[config.mk]
export PLATFORM = sky130hd
export DESIGN_NAME = frac_sad_select_flat
export DESIGN_NICKNAME = d
export VERILOG_FILES = /design/src/rtl/frac_sad_select_if.sv /design/src/rtl/frac_sad_select.sv /design/src/flat_wrapper.sv
export SDC_FILE = /design/constraint.sdc
export NUM_CORES = 2
export LEC_CHECK = 0
export ABC_AREA = 1
export CAP_MARGIN = 15
export CORE_AREA = 2 2 480 482
export DETAILED_ROUTE_END_ITERATION = 12
export DIE_AREA = 0 0 482 484
export PLACE_DENSITY = 0.45
export REMOVE_ABC_BUFFERS = 1
export SYNTH_ARGS = -nofsm -noshare
export SYNTH_HDL_FRONTEND = slang
export SYNTH_SLANG_ARGS = --single-unit
export TNS_END_PERCENT = 5
[constraint.sdc]
create_clock -name clk -period 11.7 [get_ports clk]
set_input_delay 1.17 -clock clk [delete_from_list [all_inputs] [get_ports clk]]
set_output_delay 1.17 -clock clk [all_outputs]
set_load 0.05 [all_outputs]
[src/rtl/frac_sad_select_if.sv]
// Handshake bundle between the fractional abs-diff stage, the SAD selector
// and the motion-vector refinement logic.
interface frac_sad_select_if #(
    parameter int PIX_W = 8,
    parameter int COLS  = 6,
    parameter int NCAND = 25,
    parameter int SAD_W = 14,
    parameter int IDX_W = $clog2(NCAND)
);
    logic                         line_valid;
    logic                         line_ready;
    logic [NCAND*COLS*PIX_W-1:0]  diff_in;
    logic                         out_valid;
    logic                         out_ready;
    logic [IDX_W-1:0]             best_idx;
    logic [SAD_W-1:0]             best_sad;

    // Selector side: consumes lines, produces the winning candidate
    modport slave (
        input  line_valid, diff_in, out_ready,
        output line_ready, out_valid, best_idx, best_sad
    );

    // Upstream/downstream side: drives lines, accepts results
    modport master (
        output line_valid, diff_in, out_ready,
        input  line_ready, out_valid, best_idx, best_sad
    );
endinterface

[src/rtl/frac_sad_select.sv]
// Fractional SAD selector: accumulates per-candidate SADs over ROWS lines,
// then scans all NCAND sums serially and reports the best candidate.

// Per-candidate line sum and block accumulator.
module frac_sad_acc #(
    parameter int PIX_W = 8,
    parameter int COLS  = 6,
    parameter int SAD_W = 14
) (
    input  logic                    clk,
    input  logic                    load,
    input  logic                    first,
    input  logic [COLS*PIX_W-1:0]   pix,
    output logic [SAD_W-1:0]        line_sum,
    output logic [SAD_W-1:0]        acc
);
    // Sum of the pixel diffs of this candidate on the current line
    always_comb begin
        line_sum = '0;
        for (int j = 0; j < COLS; j++)
            line_sum = line_sum + SAD_W'(pix[j*PIX_W +: PIX_W]);
    end

    // First line of a block overwrites, so no reset is needed here
    always_ff @(posedge clk) begin
        if (load)
            acc <= first ? line_sum : acc + line_sum;
    end
endmodule

module frac_sad_select #(
    parameter int PIX_W = 8,
    parameter int COLS  = 6,
    parameter int ROWS  = 6,
    parameter int NCAND = 25,
    parameter int SAD_W = 14
) (
    input  logic              clk,
    input  logic              rst,
    frac_sad_select_if.slave  bus
);
    localparam int IDX_W = $clog2(NCAND);
    localparam int CNT_W = (ROWS > 1) ? $clog2(ROWS) : 1;
    localparam int VEC_W = COLS * PIX_W;
    localparam logic [IDX_W-1:0] CENTRE   = IDX_W'((NCAND - 1) / 2);
    localparam logic [IDX_W-1:0] LAST_IDX = IDX_W'(NCAND - 1);
    localparam logic [CNT_W-1:0] LAST_ROW = CNT_W'(ROWS - 1);

    typedef enum logic [1:0] {ACCUM, SCAN, DONE} state_t;

    state_t                        state;
    logic [CNT_W-1:0]              line_cnt;
    logic [IDX_W-1:0]              scan_idx;
    logic [IDX_W-1:0]              best_idx_q;
    logic [SAD_W-1:0]              best_sad_q;
    logic                          out_valid_q;
    logic                          accept;
    logic [NCAND-1:0][SAD_W-1:0]   acc_all;
    logic [NCAND-1:0][SAD_W-1:0]   sum_all;
    logic [SAD_W-1:0]              scan_sad;

    // Lines are only taken while accumulating, never during reset
    assign bus.line_ready = (state == ACCUM) && !rst;
    assign accept         = bus.line_valid && bus.line_ready;

    // One accumulator per candidate, all updated in parallel
    for (genvar k = 0; k < NCAND; k++) begin : g_cand
        frac_sad_acc #(
            .PIX_W (PIX_W),
            .COLS  (COLS),
            .SAD_W (SAD_W)
        ) u_acc (
            .clk      (clk),
            .load     (accept),
            .first    (line_cnt == '0),
            .pix      (bus.diff_in[k*VEC_W +: VEC_W]),
            .line_sum (sum_all[k]),
            .acc      (acc_all[k])
        );
    end

    assign scan_sad = acc_all[scan_idx];

    // Block sequencing: accumulate lines, scan candidates, hold result.
    // The scan is seeded with the centre and uses a strict compare, so the
    // centre wins ties against it and otherwise the lowest index wins.
    always_ff @(posedge clk) begin
        if (rst) begin
            state       <= ACCUM;
            line_cnt    <= '0;
            scan_idx    <= '0;
            out_valid_q <= 1'b0;
            best_idx_q  <= CENTRE;
            best_sad_q  <= '0;
        end else begin
            case (state)
                ACCUM: begin
                    if (accept) begin
                        if (line_cnt == LAST_ROW) begin
                            line_cnt   <= '0;
                            scan_idx   <= '0;
                            best_idx_q <= CENTRE;
                            best_sad_q <= acc_all[CENTRE] + sum_all[CENTRE];
                            state      <= SCAN;
                        end else begin
                            line_cnt <= line_cnt + 1'b1;
                        end
                    end
                end
                SCAN: begin
                    if (scan_sad < best_sad_q) begin
                        best_sad_q <= scan_sad;
                        best_idx_q <= scan_idx;
                    end
                    if (scan_idx == LAST_IDX) begin
                        out_valid_q <= 1'b1;
                        state       <= DONE;
                    end else begin
                        scan_idx <= scan_idx + 1'b1;
                    end
                end
                DONE: begin
                    if (bus.out_ready) begin
                        out_valid_q <= 1'b0;
                        state       <= ACCUM;
                    end
                end
                default: state <= ACCUM;
            endcase
        end
    end

    assign bus.out_valid = out_valid_q;
    assign bus.best_idx  = best_idx_q;
    assign bus.best_sad  = best_sad_q;
endmodule
[src/flat_wrapper.sv]
// flat-port wrapper written by rule: the top's interface ports become plain ports
module frac_sad_select_flat 
#(
    parameter int PIX_W = 8,
    parameter int COLS  = 6,
    parameter int ROWS  = 6,
    parameter int NCAND = 25,
    parameter int SAD_W = 14
)
  (clk, rst, bus_line_valid, bus_diff_in, bus_out_ready, bus_line_ready, bus_out_valid, bus_best_idx, bus_best_sad);
  frac_sad_select_if #(.PIX_W(PIX_W), .COLS(COLS), .NCAND(NCAND), .SAD_W(SAD_W)) bus_i ();
  input  logic clk;
  input  logic rst;
  input wire logic [$bits(bus_i.line_valid)-1:0] bus_line_valid;
  input wire logic [$bits(bus_i.diff_in)-1:0] bus_diff_in;
  input wire logic [$bits(bus_i.out_ready)-1:0] bus_out_ready;
  output wire logic [$bits(bus_i.line_ready)-1:0] bus_line_ready;
  output wire logic [$bits(bus_i.out_valid)-1:0] bus_out_valid;
  output wire logic [$bits(bus_i.best_idx)-1:0] bus_best_idx;
  output wire logic [$bits(bus_i.best_sad)-1:0] bus_best_sad;
  assign bus_i.line_valid = bus_line_valid;
  assign bus_i.diff_in = bus_diff_in;
  assign bus_i.out_ready = bus_out_ready;
  assign bus_line_ready = bus_i.line_ready;
  assign bus_out_valid = bus_i.out_valid;
  assign bus_best_idx = bus_i.best_idx;
  assign bus_best_sad = bus_i.best_sad;
  frac_sad_select #(.PIX_W(PIX_W), .COLS(COLS), .ROWS(ROWS), .NCAND(NCAND), .SAD_W(SAD_W)) u_core (.clk(clk), .rst(rst), .bus(bus_i));
endmodule
Word level (Yosys, flattened, before mapping)
Cells that the tools add are included.
{"block": "word_totals", "ff_bits": 380, "inputBits": 1204, "output_inout_bits": 21, "word_cells": 255}
{"block": "op_classes", "addsub": 152, "n_lt_le_gt_ge": 2, "eq_ne": 10, "muxes": 48, "n_reduce_logical": 12}
{"op": "14-bit 2-to-1 mux", "count": 29}
{"op": "14-bit by 13-bit adder with 14-bit output", "count": 25}
{"op": "12-bit by 8-bit adder with 13-bit output", "count": 25}
{"op": "11-bit by 8-bit adder with 12-bit output", "count": 25}
{"op": "10-bit by 8-bit adder with 11-bit output", "count": 25}
{"op": "9-bit by 8-bit adder with 10-bit output", "count": 25}
{"op": "8-bit by 8-bit adder with 9-bit output", "count": 25}
{"op": "14-bit binary-select mux with 5-bit select", "count": 1}
{"op": "5-bit 2-to-1 mux", "count": 6}
{"op": "14-bit case mux with 2 select lines", "count": 1}
{"op": "5-bit case mux with 2 select lines", "count": 2}
{"op": "14-bit < comparator", "count": 1}
{"op": "4-bit AND reduction", "count": 3}
{"op": "2-bit 2-to-1 mux", "count": 4}
{"op": "5-bit by 6-bit < comparator with 1-bit output, second input constant", "count": 1}
{"op": "2-bit by 1-bit inequality test with 1-bit output, second input constant", "count": 3}
{"op": "2-bit inequality test, second input constant", "count": 3}
{"op": "2-bit case mux with 3 select lines", "count": 1}
{"op": "5-bit by 1-bit adder with 5-bit output, second input constant", "count": 1}
{"op": "5-bit == test, second input constant", "count": 1}
{"op": "2-bit nonzero test", "count": 2}
{"op": "3-bit by 1-bit adder with 3-bit output, second input constant", "count": 1}
{"op": "3-bit == test, second input constant", "count": 1}
{"op": "3-bit logical NOT", "count": 1}
{"op": "10 further kinds", "count": 12}

Longest topological paths before layout
{"block": "logic_depth", "ltp_word": 9, "ltp_mapped": 28, "mapped_depth_nobuf": 28}

Modules after synthesis
From an unflattened synthesis, not the netlist that was laid out.
{"block": "hier_totals", "hier_cells": 9964, "hier_area_um2": 70726.6}
{"mod": "frac_sad_acc (u_core.g_cand[0].u_acc ...)", "instances": 12, "cells_per_inst": 360, "area_each_um2": 2610.0, "seq_area_each_um2": 420.4}
{"mod": "frac_sad_acc (u_core.g_cand[24].u_acc ...)", "instances": 7, "cells_per_inst": 356, "area_each_um2": 2602.5, "seq_area_each_um2": 420.4}
{"mod": "frac_sad_select", "instances": 1, "cells_per_inst": 1004, "area_each_um2": 5586.6, "seq_area_each_um2": 600.6}
{"mod": "frac_sad_acc (u_core.g_cand[22].u_acc ...)", "instances": 2, "cells_per_inst": 358, "area_each_um2": 2598.7, "seq_area_each_um2": 420.4}
{"mod": "frac_sad_acc (u_core.g_cand[23].u_acc)", "instances": 1, "cells_per_inst": 358, "area_each_um2": 2611.3, "seq_area_each_um2": 420.4}
{"mod": "frac_sad_acc (u_core.g_cand[21].u_acc)", "instances": 1, "cells_per_inst": 360, "area_each_um2": 2608.8, "seq_area_each_um2": 420.4}
{"mod": "frac_sad_acc (u_core.g_cand[9].u_acc)", "instances": 1, "cells_per_inst": 358, "area_each_um2": 2606.2, "seq_area_each_um2": 420.4}
{"mod": "frac_sad_acc (u_core.g_cand[13].u_acc)", "instances": 1, "cells_per_inst": 356, "area_each_um2": 2578.7, "seq_area_each_um2": 420.4}

Worst setup path after synthesis
OpenSTA, ideal clock, no wires.
{"block": "synth_path", "path_type": "input-to-reg", "startpoint": "input rst", "endpoint": "register u_core.g_cand[0].u_acc.acc[0], enable pin", "setup_time_ns": 0.698, "arrival_ns": 8.495, "t_required_ns": 11.002, "path_slack_ns": 2.507, "stages": 3, "path_buffers": 0, "path_cell_list": "nor2_2 nand2_2 inv_1"}
{"block": "synth_between", "elab_chain_len": 3}
{"element": "start, declared", "line_no": "flat_wrapper.sv:13", "text": "input logic rst;"}
{"element": "1-bit logical NOT", "line_no": "frac_sad_select.sv:63", "text": "assign bus.line_ready = (state == ACCUM) && !rst;"}
{"element": "1-bit logical AND", "line_no": "frac_sad_select.sv:63"}
{"element": "1-bit logical AND", "line_no": "frac_sad_select.sv:64", "text": "assign accept = bus.line_valid && bus.line_ready;"}
{"element": "via u_core.accept", "line_no": "frac_sad_select.sv:57", "text": "logic accept;"}
{"element": "end signal, assigned", "line_no": "frac_sad_select.sv:27", "text": "acc <= first ? line_sum : acc + line_sum;"}
{"element": "end, declared", "line_no": "frac_sad_select.sv:15", "text": "output logic [SAD_W-1:0] acc"}
The timed path passes the listed nets, and every way through them passes these cells.
A chain may end at the register's enable or synchronous reset.

Final worst setup path
{"block": "layout_path", "startpoint": "input bus_diff_in[609]", "endpoint": "register u_core.best_sad_q[12], in the netlist u_core.bus.best_sad[12]"}
{"block": "layout_between", "elab_chain_len": 6}
{"element": "start, declared", "line_no": "flat_wrapper.sv:15", "text": "input wire logic [$bits(bus_i.diff_in)-1:0] bus_diff_in;"}
{"element": "11-bit by 8-bit adder with 12-bit output", "line_no": "frac_sad_select.sv:21", "text": "line_sum = line_sum + SAD_W'(pix[j*PIX_W +: PIX_W]);"}
{"element": "12-bit by 8-bit adder with 13-bit output", "line_no": "frac_sad_select.sv:21"}
{"element": "14-bit by 13-bit adder with 14-bit output", "line_no": "frac_sad_select.sv:103", "text": "best_sad_q <= acc_all[CENTRE] + sum_all[CENTRE];"}
{"element": "14-bit 2-to-1 mux", "line_no": "frac_sad_select.sv:99", "text": "if (line_cnt == LAST_ROW) begin"}
{"element": "14-bit 2-to-1 mux", "line_no": "frac_sad_select.sv:98", "text": "if (accept) begin"}
{"element": "14-bit case mux with 2 select lines", "line_no": "frac_sad_select.sv:96", "text": "case (state)"}
{"element": "end signal, assigned", "line_no": "frac_sad_select.sv:103"}
{"element": "end signal, assigned", "line_no": "frac_sad_select.sv:112", "text": "best_sad_q <= scan_sad;"}
{"element": "end, declared", "line_no": "frac_sad_select.sv:55", "text": "logic [SAD_W-1:0] best_sad_q;"}
No other way between the ends. The select of a mux whose other input is x is not followed.

==> impl_metrics.tcl <==
set metrics [dict create \
    async_reset_ff_share_pct 0 \
    grt_start_max_net_pins 150 \
    insertion_delay_to_the_later_sink_of_the_worst_skew_pair_ps 660 \
    swShare_pct 53.51 \
    yosys_register_bits 380 \
    cts_tree "yes" \
    place.gp.congestion 0.8945 \
    synth_enable_flop_cells 350 \
    totalNegativeSetupSlack_ps 0 \
    placement.io_buffers 1224 \
    drcViolationCount 0 \
    synthFlopType "sky130_fd_sc_hd__edfxtp_1" \
    via_count 50940 \
    drtAntennaViolNets 0 \
    power.clock.fraction_pct 8.0 \
    wl_per_cell_um 18.54 \
    hpwl_um 186900 \
    cell_with_the_most_instances_after_synthesis "sky130_fd_sc_hd__inv_1" \
    final.setup.worst_slack_ps 5532 \
    global_route.overflow_total 0 \
    maxSlewHeadroom_pct 24.35 \
    netlist-cell-type-count 49 \
    crit_type "input pin to register" \
    hold_ws_ps 477.5 \
    final.period_utilization_pct 52.72 \
    totalWireLength_um 216900 \
    p_int_mw 9.928 \
    timing.critical_path.arrival_ps 6770 \
    achievable-frequency_mhz 162.1 \
    global_route_wire_length_before_repair_um 326500 \
    clock_tree.htree_level_count 2 \
    yosysWarnings 0 \
    cts_sinks 380 \
    design.portCount 1225 \
    die_y_um 484 \
    yosysSeqAreaShare_pct 18.52 \
    nets 11200 \
    placementRows 176 \
    crit_slowest_cell "sky130_fd_sc_hd__fa_1" \
    seq_power_share_pct 12.6 \
    cp_slowest_stage_delay_ps 740 \
    fp.coreArea_um2 228600 \
    synth_top_cells_by_area "sky130_fd_sc_hd__fa_1 28%, sky130_fd_sc_hd__edfxtp_1 18%, sky130_fd_sc_hd__inv_1 13%" \
    post_drt_via_cell_ratio 4.353 \
    min_path_type "register to register" \
    critical_path.startpoint_type "input pin" \
    clk_pin_slew_worst_paths_ps 60 \
    postCtsSetupRepairBufs 0 \
    regToRegSetupSlack_ps 6490 \
    list_of_most_frequent_post_synthesis_cells "2156 x sky130_fd_sc_hd__inv_1, 1034 x sky130_fd_sc_hd__nand2_1, 825 x sky130_fd_sc_hd__fa_1, 540 x sky130_fd_sc_hd__a21oi_1, 537 x sky130_fd_sc_hd__ha_1" \
    cp_data_required_time_ps 12300 \
    synthesis.instances 7486 \
    setup.worst_path.end_class "register" \
    cts_hold_repair.buffers 0 \
    die-width_um 482 \
    design_power_total_mw 21.35 \
    final_hold_violations 0 \
    floorplan.die_area_um2 233300 \
    place_ws_ps 4893 \
    grt.total_usage_pct 18.39 \
    grt_pass1_vias 53540 \
    instances_no_fill 11700 \
    worst-slew-pin-transition_ps 1131 \
    drive_above_1_share_pct 1.602 \
    number_of_instances_resized_during_post_cts_repair 0 \
    detailedRoute.firstPassIterationCount 5 \
    p_comb_share_pct 79.4 \
    numCtsBuffers 57 \
    numPlacedInstances 11600 \
    rsz0062_at_grt "no" \
    mappedNetlistArea_um2 60010 \
    drv_slew 0 \
    finalSetupViolCount 0 \
    number_of_antenna_violations_at_the_first_check_in_global_routing 13 \
    cp_num_buf_inv 4 \
    clock_path_buffers 3 \
    clk_root_buffer_cell "sky130_fd_sc_hd__clkbuf_16" \
    clock-skew-final_ps 28.47 \
    max_cap_viols 0 \
    run_status "complete, no violations" \
    avgSynthCellArea_um2 8.016 \
    power_switching_mw 11.43 \
    critical-path-top-delay-family "adder cells" \
    synth_top_area_cell "sky130_fd_sc_hd__fa_1" \
    cell_area_power_density_nw_per_um2 276.3 \
    critical_path_peak_fanout 4 \
    max-vdd-ir-drop_uv 224.7 \
    drt_first_iter_violations 2186 \
    final_period_minus_worst_setup_slack_ps 6168 \
    syn_to_final_growth_pct 28.80 \
    total_leakage_power_nw 37.93 \
    start_util_pct 26.25 \
    synth.top_cell.area_share_pct 27.52 \
]
[layout by cell type, fill, tap and decap left out, types with 162 or more instances in the layout]
cell / Yosys / routed
sky130_fd_sc_hd__inv_1: 2156 / 2154
sky130_fd_sc_hd__ha_1: 537 / 537
sky130_fd_sc_hd__nor2_1: 501 / 500
sky130_fd_sc_hd__edfxtp_1: 350 / 350
sky130_fd_sc_hd__nand2_1: 1034 / 1033
sky130_fd_sc_hd__xor2_1: 162 / 162
sky130_fd_sc_hd__a21oi_1: 540 / 540
sky130_fd_sc_hd__clkdlybuf4s50_1: 0 / 1224
sky130_fd_sc_hd__nand3_1: 232 / 232
sky130_fd_sc_hd__fa_1: 825 / 825
sky130_fd_sc_hd__o21ai_0: 492 / 492
[power by group through the flow]
| stage | Sequential [mW] | Clock (mW) | Combinational, mW |
|---|---|---|---|
| 4_1_cts | 2.69 | 1.77 | 17.1 |
| 3_3_place_gp | 2.71 | 0 | 16.8 |
| 2_1_floorplan | 2.56 | 0 | 12.6 |
| 3_5_place_dp | 2.72 | 0 | 17.0 |
| 6_report | 2.69 | 1.72 | 16.9 |
| 5_1_grt | 2.74 | 1.81 | 19.7 |
[tightest hold or removal path, stage by stage, from the launching register on]
cell and delay [ps]:
sky130_fd_sc_hd__dfxtp_1 310, sky130_fd_sc_hd__nand2_1 60, sky130_fd_sc_hd__a21oi_1 60
[path summary, 6_finish.rpt]
check | end | start | cells after the start
setup / recovery | u_core.bus.best_sad[12]$_SDFFE_PP0P_ | bus_diff_in[609] | 26
hold reg to reg | u_core.bus.out_valid$_SDFFE_PP0P_ | u_core.bus.out_valid$_SDFFE_PP0P_ | 2
setup reg to reg | u_core.bus.best_sad[2]$_SDFFE_PP0P_ | u_core.scan_idx[0]$_SDFFE_PP0P_ | 14
hold / removal | u_core.bus.out_valid$_SDFFE_PP0P_ | u_core.bus.out_valid$_SDFFE_PP0P_ | 2
[stage by stage]
stage | utilization (%) | area (um^2)
final | 33.81 | 77290
after global routing | 33.81 | 77290
after CTS | 33.81 | 77280
after detailed placement | 33.05 | 75550
after global placement | 33.05 | 75550
after floorplan | - | 59320
[final cells by class]
| type | instances | area, um^2 |
|---|---|---|
| Clock buffer | 78 | 1558 |
| Timing Repair Buffer | 1242 | 12400 |
| Fill cell | 24010 | 151300 |
| Multi-Input combinational cell | 4791 | 40100 |
| Inverter | 2162 | 8139 |
| Clock inverter | 21 | 175.2 |
| Sequential cell | 380 | 11120 |
| Tap cell | 3026 | 3786 |
| Antenna cell | 3 | 7.507 |
[layer usage]
metal	track usage [%]	wire length, um
met5	0	44
met1	23.00	92320
met2	33.42	109500
met4	3.333	3924
met3	2.678	11100
[registers in the layout, summed over array words and instances, names as in the netlist]
| name | cells |
|---|---|
| u_core.bus.best_idx | 5 |
| u_core.bus.best_sad | 14 |
| u_core.bus.out_valid | 1 |
| u_core.g_cand.u_acc.acc | 350 |
| u_core.line_cnt | 3 |
| u_core.scan_idx | 5 |
| u_core.state | 2 |
[logic make-up (layout without fill, tap and decap cells)]
group	Yosys count	in the layout	synth area share [%]
xor gates and xnor gates	229	229	3.342
adders and majority gates	1362	1362	38.72
AOI/OAI and AO/OA	1347	1347	12.29
DFF	380	380	18.52
buffers and inverters	2315	3503	14.67
other	0	3	0
and+or+nand+nor	1853	1853	12.47
Note: power is estimated with default switching activity, not from simulation.
